**src/rtl/mul_div_unit_if.sv**
```systemverilog
// Operand/result bundle between the decoder/register file and the HI/LO multiply-divide unit.
// Inputs are sampled only while the unit is idle; results are held registered on o_hi/o_lo.
interface mul_div_unit_if #(
  parameter int WIDTH = 32
);
  logic             i_start;
  logic [1:0]       i_op;
  logic [WIDTH-1:0] i_op_a;
  logic [WIDTH-1:0] i_op_b;
  logic             i_hi_we;
  logic             i_lo_we;
  logic [WIDTH-1:0] i_hi_lo_din;
  logic             o_busy;
  logic             o_done;
  logic [WIDTH-1:0] o_hi;
  logic [WIDTH-1:0] o_lo;
  logic             o_div_by_zero;

  modport master (
    output i_start, i_op, i_op_a, i_op_b, i_hi_we, i_lo_we, i_hi_lo_din,
    input  o_busy, o_done, o_hi, o_lo, o_div_by_zero
  );

  modport slave (
    input  i_start, i_op, i_op_a, i_op_b, i_hi_we, i_lo_we, i_hi_lo_din,
    output o_busy, o_done, o_hi, o_lo, o_div_by_zero
  );
endinterface

```
**src/rtl/mul_div_unit.sv**
```systemverilog
// MIPS MULT/MULTU/DIV/DIVU unit owning HI/LO; result lands 33 edges after the accepting edge.
// Starts and MTHI/MTLO writes are ignored while busy, so no backpressure beyond o_busy.
module mul_div_unit #(
  parameter int WIDTH = 32
) (
  input  logic           clk,
  input  logic           rst,
  mul_div_unit_if.slave  bus
);
  localparam int CW = $clog2(WIDTH);

  typedef enum logic [1:0] {IDLE, RUN, FIX} state_t;

  state_t             r_state;
  logic [CW-1:0]      r_cnt;
  logic               r_is_div;
  logic               r_sign_a;
  logic               r_sign_b;
  logic               r_dbz;
  logic [WIDTH-1:0]   r_b;
  logic [2*WIDTH-1:0] r_acc;
  logic [WIDTH-1:0]   r_rem;
  logic [WIDTH-1:0]   r_hi;
  logic [WIDTH-1:0]   r_lo;
  logic               r_busy;
  logic               r_done;
  logic               r_div_by_zero;

  logic               w_signed_in;
  logic [WIDTH-1:0]   w_a_mag;
  logic [WIDTH-1:0]   w_b_mag;
  logic [WIDTH:0]     w_mul_sum;
  logic [WIDTH:0]     w_div_shift;
  logic [WIDTH-1:0]   w_div_trial;
  logic               w_div_ge;
  logic [2*WIDTH-1:0] w_prod;
  logic [WIDTH-1:0]   w_quot;
  logic [WIDTH-1:0]   w_rem_fix;

  assign w_signed_in = ~bus.i_op[0];
  assign w_a_mag     = (w_signed_in && bus.i_op_a[WIDTH-1]) ? -bus.i_op_a : bus.i_op_a;
  assign w_b_mag     = (w_signed_in && bus.i_op_b[WIDTH-1]) ? -bus.i_op_b : bus.i_op_b;

  // Multiply: upper half accumulates, lower half holds the remaining multiplier bits.
  assign w_mul_sum   = {1'b0, r_acc[2*WIDTH-1:WIDTH]} + (r_acc[0] ? {1'b0, r_b} : '0);

  // Divide: lower half of r_acc shifts dividend bits out and quotient bits in.
  assign w_div_shift = {r_rem, r_acc[WIDTH-1]};
  assign w_div_ge    = (w_div_shift >= {1'b0, r_b});
  assign w_div_trial = w_div_shift[WIDTH-1:0] - r_b;

  // Sign flags are only ever set for signed ops, so unsigned results pass through.
  assign w_prod      = (r_sign_a ^ r_sign_b) ? -r_acc : r_acc;
  // A zero divisor leaves rem = |a|, so the remainder rule hands back op_a unchanged.
  assign w_quot      = ((r_sign_a ^ r_sign_b) && !r_dbz) ? -r_acc[WIDTH-1:0] : r_acc[WIDTH-1:0];
  assign w_rem_fix   = r_sign_a ? -r_rem : r_rem;

  always_ff @(posedge clk) begin
    if (rst) begin
      r_state       <= IDLE;
      r_cnt         <= '0;
      r_is_div      <= 1'b0;
      r_sign_a      <= 1'b0;
      r_sign_b      <= 1'b0;
      r_dbz         <= 1'b0;
      r_b           <= '0;
      r_acc         <= '0;
      r_rem         <= '0;
      r_hi          <= '0;
      r_lo          <= '0;
      r_busy        <= 1'b0;
      r_done        <= 1'b0;
      r_div_by_zero <= 1'b0;
    end else begin
      r_done <= 1'b0;
      case (r_state)
        IDLE: begin
          if (bus.i_hi_we) r_hi <= bus.i_hi_lo_din;
          if (bus.i_lo_we) r_lo <= bus.i_hi_lo_din;
          if (bus.i_start) begin
            r_is_div      <= bus.i_op[1];
            r_sign_a      <= w_signed_in & bus.i_op_a[WIDTH-1];
            r_sign_b      <= w_signed_in & bus.i_op_b[WIDTH-1];
            r_dbz         <= bus.i_op[1] && (bus.i_op_b == '0);
            r_b           <= bus.i_op[1] ? w_b_mag : w_a_mag;
            r_acc         <= {{WIDTH{1'b0}}, (bus.i_op[1] ? w_a_mag : w_b_mag)};
            r_rem         <= '0;
            r_cnt         <= '0;
            r_div_by_zero <= 1'b0;
            r_busy        <= 1'b1;
            r_state       <= RUN;
          end
        end
        RUN: begin
          if (r_is_div) begin
            r_rem             <= w_div_ge ? w_div_trial : w_div_shift[WIDTH-1:0];
            r_acc[WIDTH-1:0]  <= {r_acc[WIDTH-2:0], w_div_ge};
          end else begin
            r_acc <= {w_mul_sum, r_acc[WIDTH-1:1]};
          end
          r_cnt <= r_cnt + 1'b1;
          if (r_cnt == CW'(WIDTH - 1)) r_state <= FIX;
        end
        FIX: begin
          if (r_is_div) begin
            r_hi <= w_rem_fix;
            r_lo <= w_quot;
          end else begin
            r_hi <= w_prod[2*WIDTH-1:WIDTH];
            r_lo <= w_prod[WIDTH-1:0];
          end
          r_div_by_zero <= r_dbz;
          r_done        <= 1'b1;
          r_busy        <= 1'b0;
          r_state       <= IDLE;
        end
        default: r_state <= IDLE;
      endcase
    end
  end

  assign bus.o_busy        = r_busy;
  assign bus.o_done        = r_done;
  assign bus.o_hi          = r_hi;
  assign bus.o_lo          = r_lo;
  assign bus.o_div_by_zero = r_div_by_zero;
endmodule

```
**src/flat_wrapper.sv**
```systemverilog
// flat-port wrapper written by rule: the top's interface ports become plain ports
module mul_div_unit_flat 
#(
  parameter int WIDTH = 32
)
  (clk, rst, bus_i_start, bus_i_op, bus_i_op_a, bus_i_op_b, bus_i_hi_we, bus_i_lo_we, bus_i_hi_lo_din, bus_o_busy, bus_o_done, bus_o_hi, bus_o_lo, bus_o_div_by_zero);
  mul_div_unit_if #(.WIDTH(WIDTH)) bus_i ();
  input  logic clk;
  input  logic rst;
  input wire logic [$bits(bus_i.i_start)-1:0] bus_i_start;
  input wire logic [$bits(bus_i.i_op)-1:0] bus_i_op;
  input wire logic [$bits(bus_i.i_op_a)-1:0] bus_i_op_a;
  input wire logic [$bits(bus_i.i_op_b)-1:0] bus_i_op_b;
  input wire logic [$bits(bus_i.i_hi_we)-1:0] bus_i_hi_we;
  input wire logic [$bits(bus_i.i_lo_we)-1:0] bus_i_lo_we;
  input wire logic [$bits(bus_i.i_hi_lo_din)-1:0] bus_i_hi_lo_din;
  output wire logic [$bits(bus_i.o_busy)-1:0] bus_o_busy;
  output wire logic [$bits(bus_i.o_done)-1:0] bus_o_done;
  output wire logic [$bits(bus_i.o_hi)-1:0] bus_o_hi;
  output wire logic [$bits(bus_i.o_lo)-1:0] bus_o_lo;
  output wire logic [$bits(bus_i.o_div_by_zero)-1:0] bus_o_div_by_zero;
  assign bus_i.i_start = bus_i_start;
  assign bus_i.i_op = bus_i_op;
  assign bus_i.i_op_a = bus_i_op_a;
  assign bus_i.i_op_b = bus_i_op_b;
  assign bus_i.i_hi_we = bus_i_hi_we;
  assign bus_i.i_lo_we = bus_i_lo_we;
  assign bus_i.i_hi_lo_din = bus_i_hi_lo_din;
  assign bus_o_busy = bus_i.o_busy;
  assign bus_o_done = bus_i.o_done;
  assign bus_o_hi = bus_i.o_hi;
  assign bus_o_lo = bus_i.o_lo;
  assign bus_o_div_by_zero = bus_i.o_div_by_zero;
  mul_div_unit #(.WIDTH(WIDTH)) u_core (.clk(clk), .rst(rst), .bus(bus_i));
endmodule
```
**config.mk**
```make
export PLATFORM = sky130hd
export DESIGN_NAME = mul_div_unit_flat
export DESIGN_NICKNAME = d
export VERILOG_FILES = /design/src/rtl/mul_div_unit_if.sv /design/src/rtl/mul_div_unit.sv /design/src/flat_wrapper.sv
export SDC_FILE = /design/constraint.sdc
export NUM_CORES = 1
export LEC_CHECK = 0
export BUFFER_PORTS_ARGS = -buffer_cell sky130_fd_sc_hd__buf_4
export CAP_MARGIN = 20
export CORE_MARGIN = 2
export CORE_UTILIZATION = 38
export CTS_CLUSTER_DIAMETER = 120
export DETAILED_ROUTE_END_ITERATION = 6
export HOLD_SLACK_MARGIN = 0.02
export PLACE_DENSITY = 0.57
export SETUP_SLACK_MARGIN = 0.3
export SYNTH_ARGS = -nofsm -noshare
export SYNTH_HDL_FRONTEND = slang
export SYNTH_SLANG_ARGS = --single-unit
export TNS_END_PERCENT = 50
```
**constraint.sdc**
```tcl
create_clock -name clk -period 10.14 [get_ports clk]
set_clock_uncertainty 0.05 [all_clocks]
set_input_delay 0.507 -clock clk [delete_from_list [all_inputs] [get_ports clk]]
set_output_delay 0.507 -clock clk [all_outputs]
set_load 0.005 [all_outputs]
```
==> results of run 1 <==
[power breakdown]
| group | internal [mW] | total, mW | switching, mW |
|---|---|---|---|
| Clock | 0.544 | 0.906 | 0.362 |
| Sequential | 0.854 | 0.917 | 0.0625 |
| Combinational | 0.226 | 0.574 | 0.348 |
| Total | 1.62 | 2.40 | 0.773 |
[flip-flops by register name (all words and copies together), names as in the netlist, 2 cells and up]
register	count
u_core.bus.o_hi	32
u_core.r_state	2
u_core.bus.o_lo	32
u_core.r_cnt	5
u_core.r_b	32
u_core.r_acc	64
u_core.r_rem	32
[stage by stage]
step / utilization, % / setup slack [ns]
2_1_floorplan: - / 6.94
3_3_place_gp: 42.3 / 6.25
6_report: 44.3 / 6.16
3_5_place_dp: 42.3 / 6.17
5_1_grt: 44.3 / 5.92
4_1_cts: 44.3 / 6.17
[worst register-to-register path, delay by kind of cell (launching register included)]
family | cells | cell delay (ns)
compound gates | 7 | 1.88
xor+xnor | 1 | 0.17
buf+inv | 1 | 0.72
simple gates | 2 | 0.32
fa+ha+maj | 1 | 0.37
flops | 1 | 0.39
[cell type report]
class,count,area share (%)
Multi-Input combinational cell,1731,60.2
Timing Repair Buffer,194,7.87
Clock inverter,8,0.426
Tap cell,539,3.65
Clock buffer,37,4.11
Sequential cell,206,22.3
Inverter,70,1.42
[metal layers]
layer  vias up  global-route usage [%]  share of wire [%]
met5         -                       0                  0
met1      7516                    38.1                 49
met4         0                    7.22                2.6
met3        80                    2.51                5.7
li1       7949                       -                  -
met2       482                    38.9                 43
[final timing paths]
path	startpoint	to	slack (ns)	cells after the start
max	u_core.r_acc[0]	u_core.r_acc[61]	6.16	12
min	bus_i_hi_lo_din[27]	u_core.bus.o_hi[27]	0.23	3
max reg2reg	u_core.r_acc[0]	u_core.r_acc[61]	6.16	12
min reg2reg	u_core.r_b[25]	u_core.r_b[25]	0.40	2
[layout by cell type (no fill, tap or decap), drive strengths merged, types with 12 or more instances in the layout]
master and n:
a31oi 22, ha 70, nand2b 19, nand2 222
o21a 15, nor4 24, o41ai 14, or4 21
mux2i 65, xor2 89, clkbuf 37, o21ai 150
buf 194, dfxtp 206, nor3 40, inv 70
a21o 29, nor2 252, a22o 15, a21oi 225
a221oi 18, o31ai 28, xnor2 111, and3 12
nand4 12, or3 18, o211ai 31, a211oi 75
a22oi 17, nand3 26
[logic make-up (layout without fill, tap and decap cells)]
group / count (synthesis) / after routing
xor gates and xnor gates: 200 / 200
adders and majority gates: 72 / 72
muxes: 68 / 68
DFF: 206 / 206
AOI/OAI and AO/OA: 701 / 701
and+or+nand+nor: 690 / 690
buffers and inverters: 214 / 309
==> flow_summary.ini, run 1 <==
[sta]
slew_violations = 0
period_needed_ns = 3.98
period_share_pct = 39.3
rsz0062_at_grt = false
setup_viol = 0
fin_tns_setup_ns = 0
hold_violations = 0
whs_ns = 0.231
clock.fmax_mhz = 251
tightest_slew_ns = 1.10
max_slew_margin_pct = 26.6

[synthesis]
syn_inst = 2151
synth.distinct_cells = 84
synth_edf_count = 0
synth_common_cells = nor2_1, a21oi_1, nand2_1
synth_seq_cells = 206
syn-num-nets = 2326
yosys.area_share.xor_xnor_pct = 10.9
muxShareOfSynthArea_pct = 4.27
synthSimpleGateAreaFrac_pct = 20.4
synth.top_cell.area_share_pct = 25.7
synth_area_leader_cell = dfxtp_1
yosys_warnings = 0
mappedNetlistArea_um2 = 16000
synth.most_common_cell = nor2_1
synth_compound_area_share_pct = 27.7
synthAdderAreaFrac_pct = 5.71
synth_flop_cell = dfxtp_1
yosys-top-cells-area = dfxtp_1, a21oi_1, xnor2_1, nor2_1, ha_1
ys_async_sr_fraction_pct = 0
ys_seq_area_share_pct = 25.7
synth.avg_cell_area_um2 = 7.46
synth_top_family_by_area = compound AO/OA/AOI/OAI gates

[route]
dr_total_vias = 16027
ant_nets = 0
wl_per_cell_um = 20.9
viasPerCell = 5.75
wl_mm = 58.1
drcViolationCount = 0
first_iter_violations = 1454
dr.pass1.iters = 5

[critical_path]
crit_slowest_cell = inv_1
end_kind = flop
path_max_fanout = 31
critical_path.cell_chain = inv_1 > nor2_1 > ha_1 > nor2b_1 > o21a_1 > o21ai_0 > a21oi_1 > a21oi_1 > o31ai_1 > a31oi_1 > xnor2_1 > a22o_1
worstPathRequired_ns = 10.52
worst-path-buf-inv = 1
critical_path_arrival_ns = 4.36
critPathKind = flop to flop
path_delay_family = compound AO/OA/AOI/OAI gates
crit_path_start_kind = flop
slowest_delay_ns = 0.72
crit_top_cell = a21oi_1

[clocking]
cts_resized = 0
path_clk_slew_ns = 0.06
cts_tree = done
clk_latency_ns = 0.53
cts_hold_buf = 0
clk_path_buf_depth = 3
postCtsSetupBuffers = 0
numCtsBuffers = 25
cts_sinks = 206
cts_max_level = 1
cts_root_buf = clkbuf_16

[grt]
grt_first_pass_wirelength_mm = 87.8
grt_antenna_before_repair = 0
grt_overflow = 0
grt_pass1_vias = 14572
globalRouteTotalUtil_pct = 25.6
grt_max_degree = 79

[place]
port-buffer-count = 169
gp_congestion = 0.955
dpl.cell_count = 2740
dp_hpwl_mm = 46.2
dpl-instance-area_um2 = 17700

[cells_and_area]
syn_to_final_growth_pct = 15.3
multi_input_area_um2 = 11100
antenna_cells = 0
fill_cells = 4238
design_area_um2 = 18500
drive_gt1_share_pct = 12.4
regArea_um2 = 4130
finalNonFillerCells = 2785
fin_nets = 2403

[floorplan]
die_w_um = 209
die_area_um2 = 43900
initial_core_util_pct = 38.4
row_count = 75
core_um2 = 41800
die_h_um = 209
ioPinCount = 170

[power_and_ir_drop]
p_leak_nw = 7.70
ir_drop_v = 0.000101
total_power_mw = 2.40
power_density_nw_per_um2 = 130

[hold_path]
hp-class = input pin to flop

[outcome]
status = complete, no violations

[flow_run]
maxCapViolations = 0
No activity file was read; power rests on OpenSTA's default activity.
==> run 2: changes to the inputs <==
--- a/config.mk
+++ b/config.mk
@@ -12,7 +12,7 @@
 export CTS_CLUSTER_DIAMETER = 120
 export DETAILED_ROUTE_END_ITERATION = 6
 export HOLD_SLACK_MARGIN = 0.02
-export PLACE_DENSITY = 0.57
+export PLACE_DENSITY = 0.59
 export SETUP_SLACK_MARGIN = 0.3
 export SYNTH_ARGS = -nofsm -noshare
 export SYNTH_HDL_FRONTEND = slang
==> constraint.sdc (replaced) <==
create_clock -name clk -period 3.3 [get_ports clk]
set_clock_uncertainty 0.05 [all_clocks]
set_input_delay 0.165 -clock clk [delete_from_list [all_inputs] [get_ports clk]]
set_output_delay 0.165 -clock clk [all_outputs]
set_load 0.005 [all_outputs]
==> flow_summary.ini, run 2 (synthesis gave the netlist of run 1 again) <==
[critical_path]
critPathKind = flop to flop
critical_path.cell_chain = inv_8 > buf_6 > nor2_1 > ha_1 > o211ai_1 > a21oi_1 > o21ai_1 > buf_4 > a2111oi_4 > o21a_1 > a221o_1 > a21oi_2 > or4b_1 > nand3_1
critical_path_arrival_ns = 3.47
slowest_delay_ns = 0.51
path_max_fanout = 6
crit_path_start_kind = flop
end_kind = flop
worstPathRequired_ns = 3.73
crit_slowest_cell = or4b_1

[route]
viasPerCell = 5.75
first_iter_violations = 1567
wl_mm = 61.6
drcViolationCount = 0
dr.pass1.iters = 6
ant_nets = 0
dr_total_vias = 16915
wl_per_cell_um = 20.9

[grt]
grt_antenna_before_repair = 0
grt_pass1_vias = 15336
globalRouteTotalUtil_pct = 26.7
grt_overflow = 0
grt_max_degree = 83
grt_first_pass_wirelength_mm = 91.4

[floorplan]
ioPinCount = 170
initial_core_util_pct = 38.4
core_um2 = 41800
die_h_um = 209
die_w_um = 209
die_area_um2 = 43900
row_count = 75

[power_and_ir_drop]
power_density_nw_per_um2 = 385
ir_drop_v = 0.000396
p_sw_mw = 2.53
power_frac_seq_pct = 35.3
total_power_mw = 7.86
sw_frac_of_total_pct = 32.2
internal-power_mw = 5.32
p_leak_nw = 8.55
power_frac_comb_pct = 26.8
clockPowerShare_pct = 38.0

[hold_path]
hp-class = input pin to flop

[sta]
max_slew_margin_pct = 27.1
clock.fmax_mhz = 330
tightest_slew_ns = 1.09
hold_violations = 0
slew_violations = 0
period_needed_ns = 3.03
setup_slack_ns = 0.265
setup_viol = 0
period_share_pct = 92.0
rsz0062_at_grt = true

[cells_and_area]
final_common_cell = buf_4
fin_nets = 2559
drive_gt1_share_pct = 21.6
largest-register = u_core.r_acc
syn_to_final_growth_pct = 27.1
layout_common_cells = buf_4, nor2_1, nand2_1
antenna_cells = 0
largest_reg_flops = 64

[clocking]
path_clk_slew_ns = 0.06
cts_sinks = 206
cts_tree = done
numCtsBuffers = 26
cts_root_buf = clkbuf_16
cts_max_level = 1
clk_latency_ns = 0.55
clk_path_buf_depth = 3

[flow_run]
maxCapViolations = 0

[place]
port-buffer-count = 169
dp_hpwl_mm = 48.5
pre_cts_ws_ns = -0.163
gp_congestion = 0.954

[outcome]
status = complete, no violations
-- run 2: cell count changes in the layout (fill, tap and decap cells not counted), moves of 12 or more --
cell,previous run,this run
dlygate4sd3_1,0,24
a21oi_1,225,211
o21ai_0,129,117
inv_2,0,13
ha_1,70,49
ha_4,0,13
inv_1,69,55
a21oi_2,0,14
dfxtp_2,0,14
buf_4,194,316
dfxtp_1,205,189
-- run 2: what timing repair did --
item	in CTS	in global routing
gates resized for setup	49	108
setup endpoints to repair	55	66
setup buffers	15	24
hold buffers	24	0
pin swaps	31	46
cloned	1	0
endpoints found under the hold margin	31	0
-- run 2: layer usage --
metal  global-route usage [%]  routed length (µm)  vias up
li1                         -                   -     8258
met1                     39.3               29400     7974
met2                     41.4               26800      614
met3                     2.72                3900       69
met4                     6.90                1500        0
met5                        0                   0        -
-- run 2: final timing paths --
kind                                 startpoint                to  slack, ns  cells past startpoint
worst max-delay path            u_core.r_acc[0]  u_core.r_acc[60]       0.27                     14
worst min-delay path             bus_i_op_b[30]  u_core.r_acc[30]       0.04                      4
worst min register to register    u_core.r_b[7]     u_core.r_b[7]       0.40                      2
worst max register to register  u_core.r_acc[0]  u_core.r_acc[60]       0.27                     14
-- run 2: power by group through the flow --
stage               Sequential (mW)  Combinational, mW  Clock (mW)
floorplan                      2.77               1.19           0
global placement               2.81               1.90           0
detailed placement             2.81               1.91           0
CTS                            2.76               1.98        3.01
global route                   2.79               2.27        3.11
finish                         2.77               2.10        2.98
-- run 2: critical path: cells and delay by family (launching register included) --
family | cells | cell delay, ns
buffers and inverters | 3 | 0.37
DFF | 1 | 0.38
and+or+nand+nor | 3 | 0.63
adders and majority gates | 1 | 0.35
AOI/OAI and AO/OA | 7 | 1.19
-- run 2: layout make-up --
cell class	count	area, µm²
fill	4138	21400
multi-input combinational	1731	11700
timing repair buffer	349	2750
tap	539	674
clock inverter	10	136
sequential	206	4150
inverter	70	270
clock buffer	36	749
-- run 2: through the flow --
step                instance area (µm²)  TNS (ns)  util [%]  std cells  hold WS, ns
floorplan                         16100         0         -       2151        0.279
global placement                  18400    -0.171      44.0       2831        0.392
detailed placement                18400    -0.340      44.0       2831        0.396
CTS                               19800         0      47.4       2917       0.0240
global route                      20400         0      48.8       2941       0.0550
finish                            20400         0      48.8       2941       0.0392
